==> src/rtl/demux_1to4_buf_if.sv <==
// Stream bundle for demux_1to4_buf: one upstream valid/ready port and four
// downstream valid/ready channels. The slave modport is the demux side.
interface demux_1to4_buf_if #(
    parameter int WIDTH = 32
);
    logic [WIDTH-1:0] src;
    logic [1:0]       select;
    logic             src_valid;
    logic             src_ready;

    logic [WIDTH-1:0] result1;
    logic [WIDTH-1:0] result2;
    logic [WIDTH-1:0] result3;
    logic [WIDTH-1:0] result4;
    logic             valid1;
    logic             valid2;
    logic             valid3;
    logic             valid4;
    logic             ready1;
    logic             ready2;
    logic             ready3;
    logic             ready4;

    modport master (
        output src, select, src_valid,
        output ready1, ready2, ready3, ready4,
        input  src_ready,
        input  result1, result2, result3, result4,
        input  valid1, valid2, valid3, valid4
    );

    modport slave (
        input  src, select, src_valid,
        input  ready1, ready2, ready3, ready4,
        output src_ready,
        output result1, result2, result3, result4,
        output valid1, valid2, valid3, valid4
    );
endinterface

==> src/rtl/demux_1to4_buf.sv <==
// Buffered 1-to-4 stream demultiplexer with one register slot per channel.
// Define DEMUX_STATS_EN to add the per-channel saturating drain counters on `count`.
module demux_1to4_buf #(
    parameter int WIDTH = 32
) (
    input  logic             clk_i,
    input  logic             rst_n,
    demux_1to4_buf_if.slave  bus
`ifdef DEMUX_STATS_EN
    ,
    output logic [31:0]      count
`endif
);

    logic [WIDTH-1:0] r_data [4];
    logic [3:0]       r_valid;

    logic [3:0] w_ready;
    logic [3:0] w_load;
    logic [3:0] w_drain;
    logic       w_src_ready;
    logic       w_accept;

    always_comb begin
        w_ready = {bus.ready4, bus.ready3, bus.ready2, bus.ready1};
    end

    // Only the addressed slot gates acceptance; src_valid is deliberately absent here.
    always_comb begin
        w_src_ready = rst_n && (!r_valid[bus.select] || w_ready[bus.select]);
        w_accept    = bus.src_valid && w_src_ready;
    end

    always_comb begin
        w_load  = '0;
        w_drain = r_valid & w_ready;
        if (w_accept) begin
            w_load[bus.select] = 1'b1;
        end
    end

    // A refill wins over a drain so a same-cycle drain+load leaves no bubble.
    always_ff @(posedge clk_i) begin
        if (!rst_n) begin
            r_valid <= '0;
            for (int unsigned k = 0; k < 4; k++) begin
                r_data[k] <= '0;
            end
        end else begin
            for (int unsigned k = 0; k < 4; k++) begin
                if (w_load[k]) begin
                    r_data[k]  <= bus.src;
                    r_valid[k] <= 1'b1;
                end else if (w_drain[k]) begin
                    r_valid[k] <= 1'b0;
                end
            end
        end
    end

    assign bus.src_ready = w_src_ready;
    assign bus.result1   = r_data[0];
    assign bus.result2   = r_data[1];
    assign bus.result3   = r_data[2];
    assign bus.result4   = r_data[3];
    assign bus.valid1    = r_valid[0];
    assign bus.valid2    = r_valid[1];
    assign bus.valid3    = r_valid[2];
    assign bus.valid4    = r_valid[3];

`ifdef DEMUX_STATS_EN
    logic [7:0] r_cnt [4];

    always_ff @(posedge clk_i) begin
        if (!rst_n) begin
            for (int unsigned k = 0; k < 4; k++) begin
                r_cnt[k] <= '0;
            end
        end else begin
            for (int unsigned k = 0; k < 4; k++) begin
                if (w_drain[k] && (r_cnt[k] != 8'hFF)) begin
                    r_cnt[k] <= r_cnt[k] + 8'd1;
                end
            end
        end
    end

    assign count = {r_cnt[3], r_cnt[2], r_cnt[1], r_cnt[0]};
`endif

endmodule

==> src/flat_wrapper.sv <==
// flat-port wrapper written by rule: the top's interface ports become plain ports
module demux_1to4_buf_flat 
#(
    parameter int WIDTH = 32
)
  (clk_i, rst_n, bus_src, bus_select, bus_src_valid, bus_ready1, bus_ready2, bus_ready3, bus_ready4, bus_src_ready, bus_result1, bus_result2, bus_result3, bus_result4, bus_valid1, bus_valid2, bus_valid3, bus_valid4);
  demux_1to4_buf_if #(.WIDTH(WIDTH)) bus_i ();
  input  logic clk_i;
  input  logic rst_n;
  input wire logic [$bits(bus_i.src)-1:0] bus_src;
  input wire logic [$bits(bus_i.select)-1:0] bus_select;
  input wire logic [$bits(bus_i.src_valid)-1:0] bus_src_valid;
  input wire logic [$bits(bus_i.ready1)-1:0] bus_ready1;
  input wire logic [$bits(bus_i.ready2)-1:0] bus_ready2;
  input wire logic [$bits(bus_i.ready3)-1:0] bus_ready3;
  input wire logic [$bits(bus_i.ready4)-1:0] bus_ready4;
  output wire logic [$bits(bus_i.src_ready)-1:0] bus_src_ready;
  output wire logic [$bits(bus_i.result1)-1:0] bus_result1;
  output wire logic [$bits(bus_i.result2)-1:0] bus_result2;
  output wire logic [$bits(bus_i.result3)-1:0] bus_result3;
  output wire logic [$bits(bus_i.result4)-1:0] bus_result4;
  output wire logic [$bits(bus_i.valid1)-1:0] bus_valid1;
  output wire logic [$bits(bus_i.valid2)-1:0] bus_valid2;
  output wire logic [$bits(bus_i.valid3)-1:0] bus_valid3;
  output wire logic [$bits(bus_i.valid4)-1:0] bus_valid4;
  assign bus_i.src = bus_src;
  assign bus_i.select = bus_select;
  assign bus_i.src_valid = bus_src_valid;
  assign bus_i.ready1 = bus_ready1;
  assign bus_i.ready2 = bus_ready2;
  assign bus_i.ready3 = bus_ready3;
  assign bus_i.ready4 = bus_ready4;
  assign bus_src_ready = bus_i.src_ready;
  assign bus_result1 = bus_i.result1;
  assign bus_result2 = bus_i.result2;
  assign bus_result3 = bus_i.result3;
  assign bus_result4 = bus_i.result4;
  assign bus_valid1 = bus_i.valid1;
  assign bus_valid2 = bus_i.valid2;
  assign bus_valid3 = bus_i.valid3;
  assign bus_valid4 = bus_i.valid4;
  demux_1to4_buf #(.WIDTH(WIDTH)) u_core (.clk_i(clk_i), .rst_n(rst_n), .bus(bus_i));
endmodule
==> config.mk <==
export PLATFORM = sky130hd
export DESIGN_NAME = demux_1to4_buf_flat
export DESIGN_NICKNAME = d
export VERILOG_FILES = /design/src/rtl/demux_1to4_buf_if.sv /design/src/rtl/demux_1to4_buf.sv /design/src/flat_wrapper.sv
export SDC_FILE = /design/constraint.sdc
export NUM_CORES = 1
export LEC_CHECK = 0
export ABC_AREA = 0
export ABC_CLOCK_PERIOD_IN_PS = 2000
export BUFFER_PORTS_ARGS = -buffer_cell sky130_fd_sc_hd__buf_2
export CORE_MARGIN = 2
export CORE_UTILIZATION = 45
export DETAILED_ROUTE_END_ITERATION = 6
export HOLD_SLACK_MARGIN = 0.05
export PLACE_DENSITY = 0.71
export SETUP_SLACK_MARGIN = 0.02
export SLEW_MARGIN = 20
export SYNTH_ARGS = -nofsm -noshare
export SYNTH_HDL_FRONTEND = slang
export SYNTH_SLANG_ARGS = --single-unit
==> constraint.sdc <==
create_clock -name clk_i -period 2 [get_ports clk_i]
set_input_delay 0.4 -clock clk_i [delete_from_list [all_inputs] [get_ports clk_i]]
set_output_delay 0.4 -clock clk_i [all_outputs]
set_load 0.05 [all_outputs]
==> flow_summary_export.csv, run 1 <==
group,metric,value,unit
clock_tree,cts-resized-gates,0,
synth,synthCells,338,
power,seqPwrFrac,44.7,%
setup_path,worstSetupPathType,"reg2out",
timing,clock_skew,0.00393,ns
routing,drc,0,
timing,worst_pin_slew,0.354,ns
routing,antenna_left,0,
synth,synth_largest_area_cell,"edfxtp_1",
clock_tree,cts_tree,"built",
routing,first_pass_iters,4,
global_routing,antenna_found_initial,0,
synth,ys_seq_area_share,76.1,%
timing,fin_tns_setup,0,ns
final_layout,antenna_cells,0,
setup_path,rr_startpoint,"u_core.r_valid[3]$_SDFFE_PN0P_",
setup_path,rr_endpoint,"u_core.r_data[3][12]$_SDFFCE_PN0P_",
clock_tree,h-tree-depth,4,
clock_tree,cts_root_buf,"clkbuf_16",
setup_path,worstPathRequired,1.60,ns
synth,ys_top_cells_by_count,"edfxtp_1 (128), nor2_1 (111), nand2_4 (30)",
floorplan,num_rows,39,
synth,synth_edf_count,128,
synth,yosysUniqueCellTypes,22,
flow_run,max_cap_violations,0,
global_routing,grt_start_max_net_pins,21,
power,p_leak,3.05,nW
synth,yosysMostFrequentCell,"edfxtp_1",
setup_path,startpoint_type,"register",
floorplan,die_h,111,um
power,p_clk_share,42.4,%
floorplan,die_area,12300,um2
power,combPwrFrac,12.8,%
timing,finalHoldViolCount,0,
floorplan,start_util,45.5,%
timing,setup_violations,0,
min_path,holdPathStages,3,
synth,syn_area_per_cell,15.3,um2
routing,wl_per_cell,17.3,um
routing,via_per_inst,4.83,
synth,synth_mux_area_share,0.194,%
routing,totalWireLength,11900,um
synth,yosys.area_share.xor_xnor,0,%
clock_tree,cts.sinks,132,
timing,rsz0062_at_grt,"false",
final_layout,area_delta_synth_final,31.4,%
synth,synth_area,5160,um2
placed_design,place.gp.congestion,0.769,
power,p_sw,1.95,mW
timing,slew_headroom,76.3,%
setup_path,critical_path_arrival,1.44,ns
floorplan,core_area,11300,um2
synth,async_reset_ff_share,0,%
outcome,outcome,"completed",
timing,fin_hold_ws,0.313,ns
power,p_per_area,1050,nW/um2
global_routing,grt_pass1_wl,18500,um
synth,synth-seq-cells,132,
clock_tree,clock_path_buffers,2,
routing,drt_iter0_markers,223,
floorplan,die_x,111,um
power,power.internal,5.20,mW
synth,synth_top_cell_area_share,74.5,%
setup_path,rrSetupSlack,0.64,ns
floorplan,io_pins,174,
clock_tree,clk_latency,0.41,ns
synth,synth_top_family_by_area,"simple AND/OR/NAND/NOR gates",
setup_path,endpoint_kind,"primary output",
synth,synth-adder-area-share,0,%
setup_path,r2r_cells,4,
synth,synth-compound-area-share,0.849,%
timing,drv_slew,0,
routing,vias,3306,
clock_tree,post-cts-setup-buffers,0,
timing,finalCritPeriodShare,92.2,%
synth,yosys.area_share.simple,19.3,%
placed_design,hpwl,8300,um
clock_tree,numCtsBuffers,17,
final_layout,fin_cells,685,
synth,synth_warnings,0,
timing,fin_crit,1.84,ns
placed_design,placedCellCount,653,
placed_design,port_buffers,173,
min_path,worstHoldStart,"bus_src[5]",
setup_path,crit_path_max_fanout,4,
synth,syn-num-nets,379,
global_routing,grt_pass1_vias,3418,
min_path,min_to,"u_core.r_data[2][5]$_SDFFCE_PN0P_",
final_layout,drive_above_1_share,51.3,%
final_layout,nets,570,
power,peakVddDrop,0.574,mV
clock_tree,hold_buffers,0,
timing,fmax,0.542,GHz
power,p_sw_share,27.3,%
synth,synth-main-ff-cell,"edfxtp_1",
min_path,hold_path_class,"in2reg",
clock_tree,cts.clk_slew.worst_paths,0.06,ns
global_routing,grt_overflow,0,
global_routing,grtUsageTotal,20.0,%
synth,synthTopCellsByArea,"edfxtp_1 (75%), nor2_1 (8.1%), nand2_4 (6.6%), nor2_2 (2.2%), buf_12 (1.6%)",
worst max-delay path, stage by stage, from the launching register on:
cell and delay, ns:
dfxtp_1 0.33, nand2b_1 0.10, o311ai_0 0.32, a21oi_1 0.06
buf_2 0.22
per-stage QoR:
stage / setup slack, ns / area [um2] / power, mW / utilization (%)
6_report: 0.156 / 6780 / 7.15 / 59.9
5_1_grt: 0.0557 / 6780 / 7.36 / 59.9
4_1_cts: 0.130 / 6780 / 7.20 / 59.9
3_5_place_dp: 0.332 / 6200 / 4.18 / 54.7
3_3_place_gp: 0.355 / 6200 / 4.17 / 54.7
2_1_floorplan: 0.0490 / 5160 / 3.93 / -
layout make-up:
type                    instances  area [um2]
fillers                       913        4540
flip-flops and latches        132        3920
multi-input cells             188        1060
repair buffers                190        1030
clock buffers                  18         429
well taps                     143         179
clock inverters                14         153
cell families (layout without fill, tap and decap cells):
group                  count (synthesis)  in the layout
muxes                                  1              1
AOI/OAI and AO/OA                      6              6
and+or+nand+nor                      181            181
buffers and inverters                 18            222
DFF                                  132            132
how the worst max path moves through the flow:
stage                                   startpoint  cells after the start  slack [ns]                                end
floorplan           u_core.r_valid[1]$_SDFFE_PN0P_                      3        0.05  u_core.r_data[1][0]$_SDFFCE_PN0P_
global placement                        bus_ready1                      5        0.36                      bus_src_ready
detailed placement                      bus_ready1                      5        0.33                      bus_src_ready
CTS                 u_core.r_valid[0]$_SDFFE_PN0P_                      4        0.13                      bus_src_ready
global route        u_core.r_valid[0]$_SDFFE_PN0P_                      4        0.06                      bus_src_ready
finish              u_core.r_valid[0]$_SDFFE_PN0P_                      4        0.16                      bus_src_ready
cell usage in the layout (no fill, tap or decap), types with 3 or more instances in the layout:
| cell | n |
|---|---|
| nand2_4 | 30 |
| clkinv_4 | 3 |
| inv_6 | 3 |
| buf_12 | 3 |
| clkbuf_16 | 17 |
| nand2b_1 | 4 |
| clkinvlp_4 | 4 |
| buf_2 | 173 |
| nand2_1 | 3 |
| edfxtp_1 | 128 |
| a21boi_0 | 4 |
| dfxtp_1 | 4 |
| nand3_1 | 3 |
| nor2_2 | 18 |
| buf_4 | 14 |
| nor2_1 | 111 |
| nand2_2 | 6 |
state kept, by name (all words and copies together), names as in the netlist:
signal          flops
u_core.r_data     128
u_core.r_valid      4
per-layer routing:
metal	routed length (um)	track usage [%]
met5	0	0
met3	1000	6.67
met2	5890	31.8
met4	332	9.88
met1	4630	24.7
power by group through the flow:
stage / Clock (mW) / Sequential, mW / Combinational [mW]
detailed placement: 0 / 3.26 / 0.927
global route: 3.19 / 3.21 / 0.962
global placement: 0 / 3.25 / 0.918
CTS: 3.07 / 3.20 / 0.929
finish: 3.03 / 3.20 / 0.919
floorplan: 0 / 3.70 / 0.223
(Power assumes the default switching activity.)
==> run 2, diff against run 1 <==
--- a/constraint.sdc
+++ b/constraint.sdc
@@ -3,2 +3,2 @@
 set_output_delay 0.4 -clock clk_i [all_outputs]
-set_load 0.05 [all_outputs]
+set_load 0.005 [all_outputs]
==> flow_summary_export.csv, run 2 (synthesis gave the netlist of run 1 again) <==
group,metric,value,unit
clock_tree,h-tree-depth,4,
flow_run,max_cap_violations,0,
global_routing,grt_overflow,0,
floorplan,die_h,111,um
outcome,outcome,"completed",
final_layout,area_delta_synth_final,30.6,%
power,p_clk_share,43.0,%
final_layout,antenna_cells,0,
floorplan,io_pins,174,
setup_path,critical_path_arrival,1.40,ns
power,combPwrFrac,7.6,%
placed_design,hpwl,8280,um
setup_path,critPathBufInv,1,
power,p_leak,3.03,nW
clock_tree,cts-resized-gates,0,
power,power.internal,5.04,mW
setup_path,cpLargestDelayFamily,"compound AO/OA/AOI/OAI gates",
setup_path,crit_path_max_fanout,4,
power,p_per_area,962,nW/um2
timing,finalCritPeriodShare,90.1,%
final_layout,fillCellCount,911,
floorplan,die_x,111,um
clock_tree,cts.clk_slew.worst_paths,0.06,ns
routing,via_per_inst,4.87,
setup_path,r2r_cells,4,
setup_path,cp_cell_sequence,"nand2b_1 > o311ai_0 > a21oi_1 > buf_2",
setup_path,startpoint_type,"register",
global_routing,grtUsageTotal,19.8,%
floorplan,num_rows,39,
global_routing,grt_pass1_wl,18200,um
power,seqPwrFrac,49.4,%
timing,slew_headroom,74.4,%
final_layout,largest_registers,"u_core.r_data: 128 flops, u_core.r_valid: 4 flops",
min_path,hold_path_class,"in2reg",
timing,fmax,0.555,GHz
routing,drt_iter0_markers,199,
final_layout,final_common_cell,"buf_2",
clock_tree,post-cts-setup-buffers,0,
power,p_sw,1.44,mW
setup_path,cpPeakStageDelay,0.37,ns
setup_path,rrSetupSlack,0.65,ns
final_layout,nets,570,
timing,drv_slew,0,
routing,antenna_left,0,
clock_tree,hold_buffers,0,
setup_path,rr_endpoint,"u_core.r_data[3][11]$_SDFFCE_PN0P_",
routing,vias,3330,
min_path,min_to,"u_core.r_data[2][4]$_SDFFCE_PN0P_",
timing,clock_skew,0.00644,ns
setup_path,endpoint_kind,"primary output",
placed_design,place.gp.congestion,0.767,
power,p_total,6.48,mW
final_layout,drive_above_1_share,50.8,%
setup_path,worstSetupPathType,"reg2out",
floorplan,core_area,11300,um2
timing,finalHoldViolCount,0,
timing,fin_tns_setup,0,ns
power,p_sw_share,22.3,%
clock_tree,numCtsBuffers,17,
routing,first_pass_iters,4,
final_layout,regMostFlops,"u_core.r_data",
setup_path,rr_startpoint,"u_core.r_valid[3]$_SDFFE_PN0P_",
min_path,worstHoldStart,"bus_src[4]",
final_layout,largest_reg_flops,128,
setup_path,cp_slowest_cell,"o311ai_0",
routing,drc,0,
clock_tree,cts.sinks,132,
timing,worst_pin_slew,0.378,ns
floorplan,die_area,12300,um2
global_routing,antenna_found_initial,0,
clock_tree,cts_tree,"built",
clock_tree,clk_latency,0.40,ns
global_routing,grt_pass1_vias,3351,
power,peakVddDrop,0.594,mV
timing,rsz0062_at_grt,"false",
setup_path,worstPathRequired,1.60,ns
timing,setup_violations,0,
timing,fin_crit,1.80,ns
clock_tree,cts_root_buf,"clkbuf_16",
routing,totalWireLength,11800,um
setup_path,crit_path_start,"u_core.r_valid[0]$_SDFFE_PN0P_",
clock_tree,clock_path_buffers,2,
routing,wl_per_cell,17.2,um
global_routing,grt_start_max_net_pins,21,
floorplan,start_util,45.5,%
min_path,holdPathStages,3,
final_layout,layout_common_cells,"buf_2 (173), edfxtp_1 (128), nor2_1 (111), nand2_4 (30), nor2_2 (18)",
placed_design,port_buffers,173,
[run 2: cell types whose count changed in the layout (fill, tap and decap cells not counted), sizes merged]
| cell | delta |
|---|---|
| bufinv | -1 |
| clkbuf | -1 |
| clkinv | +2 |
| inv | -1 |
[run 2: worst reg2reg max path, stage by stage, from the launching register on]
cell,delay [ns]
dfxtp_1,0.31
nand2b_1,0.15
nand4_1,0.15
nand2_2,0.10
buf_4,0.30
[run 2: cell type report]
class	count	area, um2	share of cell area [%]
clock buffer	17	425	6.32
clock inverter	14	113	1.67
multi-input combinational	188	1060	15.8
sequential	132	3920	58.3
tap	143	179	2.66
timing repair buffer	190	1030	15.3
[run 2: layer usage]
layer	track usage [%]	part of all wire [%]	wire length, um	vias up
met5	0	0	0	-
met4	6.91	1.6	186	0
met3	6.56	7.7	905	13
met2	32.6	51	5950	148
met1	24.9	40	4740	1622
li1	-	-	-	1547
[run 2: per-stage QoR]
step	worst slack (ns)	util (%)	cells	hold WS (ns)	instance area, um2
3_5_place_dp	0.374	54.7	653	0.580	6200
6_report	0.197	59.5	684	0.333	6730
3_3_place_gp	0.427	54.7	653	0.554	6200
2_1_floorplan	0.133	-	338	0.538	5160
5_1_grt	0.0619	59.5	684	0.316	6730
4_1_cts	0.187	59.5	684	0.313	6730
[run 2: power by group through the flow]
stage	Combinational (mW)	Sequential, mW	Clock, mW
floorplan	0.219	3.28	0
global placement	0.488	3.25	0
detailed placement	0.501	3.26	0
CTS	0.502	3.20	2.84
global route	0.533	3.21	2.97
finish	0.492	3.20	2.79
[run 2: worst max-delay path by stage]
stage | slack, ns | end | depth (start not counted)
after floorplan | 0.13 | u_core.r_data[1][0]$_SDFFCE_PN0P_ | 4
after global placement | 0.43 | u_core.r_data[2][15]$_SDFFCE_PN0P_ | 5
after detailed placement | 0.37 | bus_src_ready | 5
after CTS | 0.19 | bus_src_ready | 4
after global routing | 0.06 | bus_src_ready | 4
final | 0.20 | bus_src_ready | 4
==> run 3, diff against run 2 <==
- ABC_AREA: 0 -> 1
==> flow_summary_export.csv, run 3 <==
group,metric,value,unit
outcome,outcome,"completed",
placed_design,port_buffers,173,
routing,antenna_left,0,
setup_path,rr_startpoint,"u_core.r_valid[1]$_SDFFE_PN0P_",
power,seqPwrFrac,46.6,%
power,p_per_area,1020,nW/um2
floorplan,die_h,109,um
floorplan,die_x,109,um
routing,first_pass_iters,4,
placed_design,hpwl,7860,um
final_layout,nets,585,
clock_tree,h-tree-depth,4,
power,peakVddDrop,0.492,mV
placed_design,place.gp.congestion,0.890,
routing,vias,3360,
synth,synth-seq-cells,132,
global_routing,antenna_found_initial,0,
final_layout,fin_cells,697,
global_routing,grt_pass1_wl,17300,um
clock_tree,clk_latency,0.52,ns
timing,clock_skew,0.0145,ns
setup_path,startpoint_type,"register",
global_routing,grt_pass1_vias,3344,
synth,synth_warnings,0,
final_layout,area_delta_synth_final,34.8,%
placed_design,placedCellCount,665,
setup_path,rrSetupSlack,0.45,ns
synth,synthCells,352,
clock_tree,cts_tree,"built",
setup_path,crit_path_max_fanout,3,
setup_path,critical_path_arrival,1.46,ns
synth,async_reset_ff_share,0,%
clock_tree,numCtsBuffers,17,
floorplan,core_area,10800,um2
timing,finalCritPeriodShare,92.8,%
floorplan,die_area,11900,um2
global_routing,grt_start_max_net_pins,34,
setup_path,worstSetupPathType,"reg2out",
clock_tree,cts.sinks,132,
global_routing,grt_overflow,0,
flow_run,max_cap_violations,0,
final_layout,postLayoutCoreUtil,61.9,%
final_layout,largest_registers,"u_core.r_data: 128 flops, u_core.r_valid: 4 flops",
setup_path,worstPathRequired,1.60,ns
routing,wl_per_cell,16.8,um
synth,syn-num-nets,393,
routing,totalWireLength,11700,um
timing,fin_crit,1.86,ns
synth,yosysUniqueCellTypes,14,
min_path,hold_path_class,"in2reg",
clock_tree,post-cts-setup-buffers,0,
synth,synth-main-ff-cell,"edfxtp_1",
power,p_leak,3.18,nW
power,p_sw,1.42,mW
setup_path,rr_endpoint,"u_core.r_data[3][4]$_SDFFCE_PN0P_",
timing,fmax,0.539,GHz
setup_path,r2r_cells,8,
global_routing,grtUsageTotal,20.3,%
clock_tree,cts_root_buf,"clkbuf_8",
timing,fin_hold_ws,0.142,ns
floorplan,io_pins,174,
final_layout,largest_reg_flops,128,
final_layout,final_common_cell,"buf_2",
timing,worst_pin_slew,0.339,ns
synth,synth_area,4950,um2
final_layout,antenna_cells,0,
synth,syn_area_per_cell,14.1,um2
synth,synth_largest_area_cell,"edfxtp_1",
timing,fin_tns_setup,0,ns
synth,ys_seq_area_share,79.2,%
power,p_total,6.83,mW
final_layout,regMostFlops,"u_core.r_data",
floorplan,start_util,45.9,%
clock_tree,cts.clk_slew.worst_paths,0.06,ns
min_path,holdPathStages,4,
routing,drc,0,
min_path,min_to,"u_core.r_valid[1]$_SDFFE_PN0P_",
clock_tree,clock_path_buffers,2,
power,p_clk_share,47.4,%
timing,rsz0062_at_grt,"false",
timing,setup_violations,0,
min_path,worstHoldStart,"bus_ready2",
synth,synth_top_cell_area_share,77.6,%
floorplan,num_rows,38,
routing,via_per_inst,4.82,
final_layout,drive_above_1_share,42.0,%
timing,drv_slew,0,
power,power.internal,5.41,mW
synth,ys_top_cells_by_count,"edfxtp_1 (128), nor2_1 (127), inv_1 (38)",
setup_path,endpoint_kind,"primary output",
final_layout,layout_common_cells,"buf_2 (173), edfxtp_1 (128), nor2_1 (127), inv_1 (38), nand2_1 (17)",
power,p_sw_share,20.8,%
routing,drt_iter0_markers,199,
timing,slew_headroom,77.4,%
timing,finalHoldViolCount,0,
synth,synth_edf_count,128,
synth,yosysMostFrequentCell,"edfxtp_1",
synth,synthTopCellsByArea,"edfxtp_1 (78%), nor2_1 (9.6%), buf_6 (3.0%), inv_1 (2.9%), nand4_4 (1.7%)",
power,combPwrFrac,6.0,%
## run 3: cell types whose count changed after synthesis, moves of 6 or more
cell,before,now
inv_1,0,38
nand2_4,30,1
nor2_1,111,127
nand2_1,7,21
nor2_2,18,4
buf_6,4,13
buf_2,6,0
## run 3: timing repair
item	4_1_cts	5_1_grt
setup endpoints to repair	0	1
hold buffers	0	0
gates resized for setup	0	1
## run 3: logic make-up after synthesis
kind of cell	synth area share, %
AND/OR/NAND/NOR	14.2
flip-flops	79.2
AO/OA/AOI/OAI	0.505
buffers and inverters	6.09
## run 3: per-layer routing
metal / share of wire, % / routed length, um / vias up / GRT usage (%)
met4: 2.5 / 296 / 0 / 10.2
met5: 0 / 0 / - / 0
met1: 39 / 4560 / 1612 / 23.6
met3: 8.5 / 989 / 26 / 6.75
met2: 50 / 5850 / 175 / 33.7
li1: - / - / 1547 / -
## run 3: final cells by class
class | count | area [um2]
multi-input cells | 166 | 747
clock buffers | 21 | 449
fillers | 816 | 4110
clock inverters | 11 | 175
flip-flops and latches | 132 | 3920
repair buffers | 187 | 1060
well taps | 140 | 175
inverters | 40 | 150
## run 3: how the worst max path moves through the flow
stage | from | to | slack [ns] | depth (start not counted)
final | u_core.r_valid[1]$_SDFFE_PN0P_ | bus_src_ready | 0.14 | 6
after global routing | u_core.r_valid[1]$_SDFFE_PN0P_ | bus_src_ready | 0.03 | 6
after CTS | u_core.r_valid[1]$_SDFFE_PN0P_ | bus_src_ready | 0.07 | 6
after detailed placement | bus_select[0] | u_core.r_data[3][19]$_SDFFCE_PN0P_ | 0.12 | 10
after global placement | bus_select[0] | u_core.r_data[3][14]$_SDFFCE_PN0P_ | 0.21 | 10
after floorplan | bus_select[0] | u_core.r_data[0][0]$_SDFFCE_PN0P_ | -0.009 | 9
## run 3: worst max-delay path: stages (launching register included)
cell	delay, ns
dfxtp_1	0.32
nand2_1	0.06
nand2_1	0.06
nand2_1	0.07
nand2_1	0.11
a21oi_2	0.19
buf_2	0.13
## run 3: power groups by stage
stage	Clock (mW)	Sequential (mW)	Combinational, mW
after floorplan	0	3.25	0.154
after global placement	0	3.24	0.404
after detailed placement	0	3.24	0.414
after CTS	3.28	3.18	0.417
after global routing	3.40	3.19	0.453
final	3.24	3.18	0.412
## run 3: stage by stage
stage	setup WS (ns)	area [um2]
after floorplan	-0.00913	4970
after global placement	0.206	6050
after detailed placement	0.120	6050
after CTS	0.0695	6680
after global routing	0.0258	6680
final	0.144	6680
